$ cat config.mk
export PLATFORM = sky130hd
export DESIGN_NAME = genius_flash_sequencer
export DESIGN_NICKNAME = d
export VERILOG_FILES = /design/src/rtl/genius_pkg.sv /design/src/rtl/genius_quadrant_painter.sv /design/src/rtl/genius_flash_sequencer.sv
export SDC_FILE = /design/constraint.sdc
export NUM_CORES = 1
export LEC_CHECK = 0
export BUFFER_PORTS_ARGS = -buffer_cell sky130_fd_sc_hd__buf_2
export CORE_MARGIN = 3
export CORE_UTILIZATION = 51
export DETAILED_ROUTE_END_ITERATION = 12
export PLACE_DENSITY = 0.79
export SYNTH_ARGS = -nofsm -noshare
export SYNTH_HDL_FRONTEND = slang
export SYNTH_SLANG_ARGS = --single-unit
$ cat constraint.sdc
create_clock -name VGA_CLK -period 2.6 [get_ports VGA_CLK]
set_input_delay 0 -clock VGA_CLK [delete_from_list [all_inputs] [get_ports VGA_CLK]]
set_output_delay 0 -clock VGA_CLK [all_outputs]
set_load 0.005 [all_outputs]
$ cat src/rtl/genius_pkg.sv
// Shared constants for the Genius flash sequencer: colour codes, quadrant RGB
// values, FSM state encoding and the default quadrant split.
package genius_pkg;

  localparam logic [1:0] COL_GREEN  = 2'd0;
  localparam logic [1:0] COL_RED    = 2'd1;
  localparam logic [1:0] COL_YELLOW = 2'd2;
  localparam logic [1:0] COL_BLUE   = 2'd3;

  localparam logic [23:0] RGB_GREEN_FULL  = 24'h00FF00;
  localparam logic [23:0] RGB_RED_FULL    = 24'hFF0000;
  localparam logic [23:0] RGB_YELLOW_FULL = 24'hFFFF00;
  localparam logic [23:0] RGB_BLUE_FULL   = 24'h0000FF;

  localparam logic [23:0] RGB_GREEN_DIM  = 24'h004000;
  localparam logic [23:0] RGB_RED_DIM    = 24'h400000;
  localparam logic [23:0] RGB_YELLOW_DIM = 24'h404000;
  localparam logic [23:0] RGB_BLUE_DIM   = 24'h000040;

  localparam int unsigned G_HALF_DEFAULT = 180;

  typedef enum logic [2:0] {
    ST_IDLE,
    ST_FETCH,
    ST_SYNC,
    ST_ON,
    ST_OFF,
    ST_FIN
  } state_t;

  function automatic logic [23:0] quad_rgb(input logic [1:0] code, input logic lit);
    logic [23:0] rgb;
    case (code)
      COL_GREEN:  rgb = lit ? RGB_GREEN_FULL  : RGB_GREEN_DIM;
      COL_RED:    rgb = lit ? RGB_RED_FULL    : RGB_RED_DIM;
      COL_YELLOW: rgb = lit ? RGB_YELLOW_FULL : RGB_YELLOW_DIM;
      default:    rgb = lit ? RGB_BLUE_FULL   : RGB_BLUE_DIM;
    endcase
    return rgb;
  endfunction

endpackage

$ cat src/rtl/genius_quadrant_painter.sv
// Decodes the pixel's quadrant inside the game area and registers the
// full or dim colour for it.
module genius_quadrant_painter
  import genius_pkg::*;
#(
  parameter int unsigned HALF = G_HALF_DEFAULT
) (
  input  logic        VGA_CLK,
  input  logic        RESET,
  input  logic        lit_en,
  input  logic [1:0]  lit_color,
  input  logic        DISP_EN,
  input  logic [8:0]  PIX_X,
  input  logic [8:0]  PIX_Y,
  output logic [23:0] RGB
);

  logic [1:0] quad;
  logic       lit;

  assign quad = {PIX_Y >= 9'(HALF), PIX_X >= 9'(HALF)};
  assign lit  = lit_en && (lit_color == quad);

  always_ff @(posedge VGA_CLK) begin
    if (RESET)         RGB <= '0;
    else if (!DISP_EN) RGB <= '0;
    else               RGB <= quad_rgb(quad, lit);
  end

endmodule

$ cat src/rtl/genius_flash_sequencer.sv
// Plays a stored colour sequence on the four game quadrants, frame-locked to
// VGA_VS; mirrors the player's button while idle.
module genius_flash_sequencer
  import genius_pkg::*;
#(
  parameter int unsigned MAX_LEN    = 32,
  parameter int unsigned ADDR_W     = 5,
  parameter int unsigned ON_FRAMES  = 30,
  parameter int unsigned OFF_FRAMES = 15,
  parameter int unsigned G_HALF     = G_HALF_DEFAULT
) (
  input  logic              VGA_CLK,
  input  logic              RESET,
  input  logic              START,
  input  logic [5:0]        LEN,
  output logic [ADDR_W-1:0] SEQ_ADDR,
  input  logic [1:0]        SEQ_DATA,
  input  logic              PRESS_VALID,
  input  logic [1:0]        PRESS_COLOR,
  input  logic              VGA_VS,
  input  logic              DISP_EN,
  input  logic [8:0]        PIX_X,
  input  logic [8:0]        PIX_Y,
  output logic [23:0]       RGB,
  output logic              BUSY,
  output logic              LIT_VALID,
  output logic [1:0]        LIT_COLOR,
  output logic              DONE
);

  localparam int unsigned IW       = ADDR_W + 1;
  localparam logic [7:0]  ON_LAST  = 8'(ON_FRAMES - 1);
  localparam logic [7:0]  OFF_LAST = 8'(OFF_FRAMES - 1);

  state_t        state, state_nxt;
  logic          vs_q, tick;
  logic [IW-1:0] idx, idx_nxt, len_q, len_nxt;
  logic [7:0]    cnt, cnt_nxt;
  logic [1:0]    color_q, color_nxt;
  logic          sync_first, sync_first_nxt;
  logic          lit_en;
  logic [1:0]    lit_sel;

  // Falling edge of active-low VS marks the start of a new frame.
  assign tick = vs_q & ~VGA_VS;

  always_ff @(posedge VGA_CLK) begin
    if (RESET) begin
      state      <= ST_IDLE;
      vs_q       <= 1'b1;
      idx        <= '0;
      len_q      <= '0;
      cnt        <= '0;
      color_q    <= '0;
      sync_first <= 1'b0;
    end else begin
      state      <= state_nxt;
      vs_q       <= VGA_VS;
      idx        <= idx_nxt;
      len_q      <= len_nxt;
      cnt        <= cnt_nxt;
      color_q    <= color_nxt;
      sync_first <= sync_first_nxt;
    end
  end

  always_comb begin
    state_nxt      = state;
    idx_nxt        = idx;
    len_nxt        = len_q;
    cnt_nxt        = cnt;
    color_nxt      = color_q;
    sync_first_nxt = sync_first;
    case (state)
      ST_IDLE: begin
        if (START) begin
          if (LEN == 6'd0) begin
            state_nxt = ST_FIN;
          end else begin
            len_nxt   = (32'(LEN) > MAX_LEN) ? IW'(MAX_LEN) : IW'(LEN);
            idx_nxt   = '0;
            state_nxt = ST_FETCH;
          end
        end
      end
      ST_FETCH: begin
        sync_first_nxt = 1'b1;
        state_nxt      = ST_SYNC;
      end
      ST_SYNC: begin
        // RAM data lands on the entry cycle; ticks there are deliberately skipped.
        if (sync_first) begin
          color_nxt      = SEQ_DATA;
          sync_first_nxt = 1'b0;
        end else if (tick) begin
          cnt_nxt   = '0;
          state_nxt = ST_ON;
        end
      end
      ST_ON: begin
        if (tick) begin
          if (cnt == ON_LAST) begin
            cnt_nxt   = '0;
            state_nxt = ST_OFF;
          end else begin
            cnt_nxt = cnt + 8'd1;
          end
        end
      end
      ST_OFF: begin
        if (tick) begin
          if (cnt == OFF_LAST) begin
            cnt_nxt = '0;
            if (idx == len_q - IW'(1)) begin
              state_nxt = ST_FIN;
            end else begin
              idx_nxt   = idx + IW'(1);
              state_nxt = ST_FETCH;
            end
          end else begin
            cnt_nxt = cnt + 8'd1;
          end
        end
      end
      ST_FIN:  state_nxt = ST_IDLE;
      default: state_nxt = ST_IDLE;
    endcase
  end

  assign SEQ_ADDR  = idx[ADDR_W-1:0];
  assign BUSY      = (state != ST_IDLE);
  assign LIT_VALID = (state == ST_ON);
  assign LIT_COLOR = color_q;
  assign DONE      = (state == ST_FIN);

  assign lit_en  = LIT_VALID || ((state == ST_IDLE) && PRESS_VALID);
  assign lit_sel = LIT_VALID ? color_q : PRESS_COLOR;

  genius_quadrant_painter #(
    .HALF(G_HALF)
  ) u_painter (
    .VGA_CLK  (VGA_CLK),
    .RESET    (RESET),
    .lit_en   (lit_en),
    .lit_color(lit_sel),
    .DISP_EN  (DISP_EN),
    .PIX_X    (PIX_X),
    .PIX_Y    (PIX_Y),
    .RGB      (RGB)
  );

endmodule
==> metrics.txt <==
status finished clean; vias in the first global route roughly 1600; RSZ-0062 raised after global routing false; Synth Instances 248; PortBufs 63; Worst IR Drop VDD 0.000566 V; Clk pin slew, worst setup/hold paths 0.07 ns; final setup violation count 0; min Tclk post-route around 2.3 ns; Leakage Power 1.14 nW; cts bufs inserted 5; Synth warnings 0; Rel. slew slack 0.513; crit path launch type flop; first drt pass iteration count 4; CTS Buffer Depth 2; CTS tree done; Synth Register Bits 33; Initial Util 0.553; crit path kind reg -> reg; Sequential Power Share 0.401; Compound-Gate Fraction of Synth Area 0.193; clk root buf clkbuf_8; Logic pwr share 0.330; GRT Total Usage 0.174; Detail Route Antenna Nets 0; final net count between 300 and 400; Core ar. 0.00383 mm²; Data required, critical path 2.77 ns; mux cell area share after synthesis 0.0148; Post-DP HPWL 3.23 mm; Finished Cell Area 0.00243 mm²; Net Sw Frac 0.349; 1st-iter DRT viols 71; Synth Area in XOR/XNOR 0.0621; CP peak stage delay 0.56 ns; Simple-Gate Fraction of Synth Area 0.243; EDFF count, synth 0; Layout area overhead 14.7%; CP cell instances inv_1 -> ha_1 -> and2_1 -> a211oi_1 -> o31ai_2 -> a2111oi_4 -> a21oi_1 -> o21a_1; internal power a little over 1 mW; post-synthesis cell type count between 50 and 60; CTS resizes 0; busiest grt layer met2; largest cells by area after synthesis dfxtp_1, buf_4, ha_1, nor2_1, xor2_1; highest clock rate 0.438 GHz; die area 0.00496 mm²; Max FO, Critical Path 7; switching pwr between 500 and 600 µW; post-synthesis sequential area ratio 0.312; Max-cap violations 0; io pins 68; Slew @ Worst Pin 0.730 ns; period utilisation layout 0.879; Rows 22; Mapped Area 0.00212 mm²; largest net degree at the start of global routing 19; Synth top area share 0.312; commonest register cell after synthesis dfxtp_1; remaining routing DRC violations 0; Placement Cell Area 0.00230 mm²; initial antenna violation count 0; Final Skew 0.00484 ns; met1 Use GR 0.229; Net Count, Synth approximately 290; Yosys top cell by area dfxtp_1; Die Y 70.4 µm; Final Max Slew Viols 0; via count approximately 1800; Critical Path AT 2.45 ns; layout cell share with drive strength beyond 1 0.299; Clk pwr share 0.269; worst hold-check path type in -> reg; vias per inst 5.32; ANT cells 0; clock sink total 33; slowest CP cell a2111oi_4; die width ~70 µm; Routed WL per cell 12.5 µm; largest family of logic cells by synthesized area simple AND/OR/NAND/NOR gates; pwr/cell area 642 mW/mm²; fillers 343; GR met3 Demand/Resource 0.0432; Clk Latency, worst-skew pair 0.28 ns; final setup TNS 0 ns; Synth Area per Inst 8.54 µm²; post-synthesis adder-cell area fraction 0.0532; gr ovfl total 0; Detailed Route WL roughly 4.3 mm; first-pass GRT wire length around 7.2 mm; async set-reset flop share out of synthesis 0; gpl congestion 0.795; H-tree levels 2; final number of hold-violating endpoints 0; grt met2 use 0.286; Critical Path End Type flop
[power by group through the flow]
stage	clock network, mW	registers, mW	logic [mW]
floorplan	0	0.607	0.416
detailed placement	0	0.636	0.502
finish	0.419	0.626	0.514
global route	0.456	0.633	0.578
global placement	0	0.634	0.489
CTS	0.432	0.624	0.512
[registers in the layout (all words and copies together), names as in the netlist]
register and count:
state 3, vs_q 1, sync_first 1, idx 6, cnt 8, LIT_COLOR 2
len_q 6, u_painter.RGB 6
[area by class of cell]
class,count,area [µm²],area share
multi-input combinational,172,1200,0.493
sequential,33,661,0.272
timing repair buffer,68,360,0.148
clock buffer,7,96.3,0.0397
tap,48,60.1,0.0247
inverter,13,48.8,0.0201
clock inverter,1,5.00,0.00206
[kinds of logic after synthesis]
logic type      Yosys count
simple gates             95
compound gates           50
mux                       3
xor+xnor                 15
fa+ha+maj                 9
flops                    33
buf+inv                  43
[critical path: cells and delay by family (launching register included)]
| family | cells | cell delay [ns] |
|---|---|---|
| DFF | 1 | 0.41 |
| adders and majority gates | 1 | 0.20 |
| buffers and inverters | 1 | 0.06 |
| AOI/OAI and AO/OA | 5 | 1.32 |
| and+or+nand+nor | 1 | 0.18 |
[layout by cell type, fill, tap and decap left out, types with 6 or more instances in the layout]
cell type and instances:
a21oi_1 15, buf_2 63, clkbuf_8 7, dfxtp_1 33, ha_1 9, inv_1 13, nand2_1 16, nand3_1 11
nor2_1 27, nor3b_1 7, o21ai_0 6, xor2_1 11
[worst paths after layout]
kind                                            start                            to  slack [ns]  cells after the start
worst max-delay path            len_q[0]$_SDFFE_PP0P_           idx[3]$_SDFFE_PP0P_        0.31                      8
worst min-delay path                          DISP_EN  u_painter.RGB[22]$_SDFF_PP0_        0.03                      3
worst max register to register  len_q[0]$_SDFFE_PP0P_           idx[3]$_SDFFE_PP0P_        0.31                      8
worst min register to register  len_q[5]$_SDFFE_PP0P_         len_q[5]$_SDFFE_PP0P_        0.49                      2
[stage by stage]
stage / cells / hold slack, ns / setup slack [ns] / power [mW] / utilization
global route: 342 / 0.0526 / 0.143 / 1.67 / 0.635
floorplan: 248 / 0.107 / 0.524 / 1.02 / -
global placement: 331 / 0.209 / 0.392 / 1.12 / 0.600
finish: 342 / 0.0319 / 0.315 / 1.56 / 0.635
CTS: 342 / 0.0269 / 0.315 / 1.57 / 0.635
detailed placement: 331 / 0.214 / 0.325 / 1.14 / 0.600
[synth_stat cells (all sizes together) (3+ instances only)]
master	n
a211oi	6
a21o	5
a21oi	15
and2	5
and3	3
buf	27
clkbuf	3
dfxtp	33
ha	9
inv	13
nand2	16
nand2b	5
nand3	11
nand4	3
nor2	27
nor3	5
nor3b	7
o21a	3
o21ai	6
xnor2	4
xor2	11
[layer usage]
layer	share of wire	vias to the layer above
met3	0.074	2
met1	0.45	820
li1	-	935
met5	0	-
met2	0.47	63
met4	0.0051	0
[what timing repair did]
action | in CTS | in global routing
hold buffers | 3 | 0
setup endpoints to repair | 0 | 0
endpoints found under the hold margin | 3 | 0
buffers inserted | 0 | 0
(Power assumes the default switching activity.)
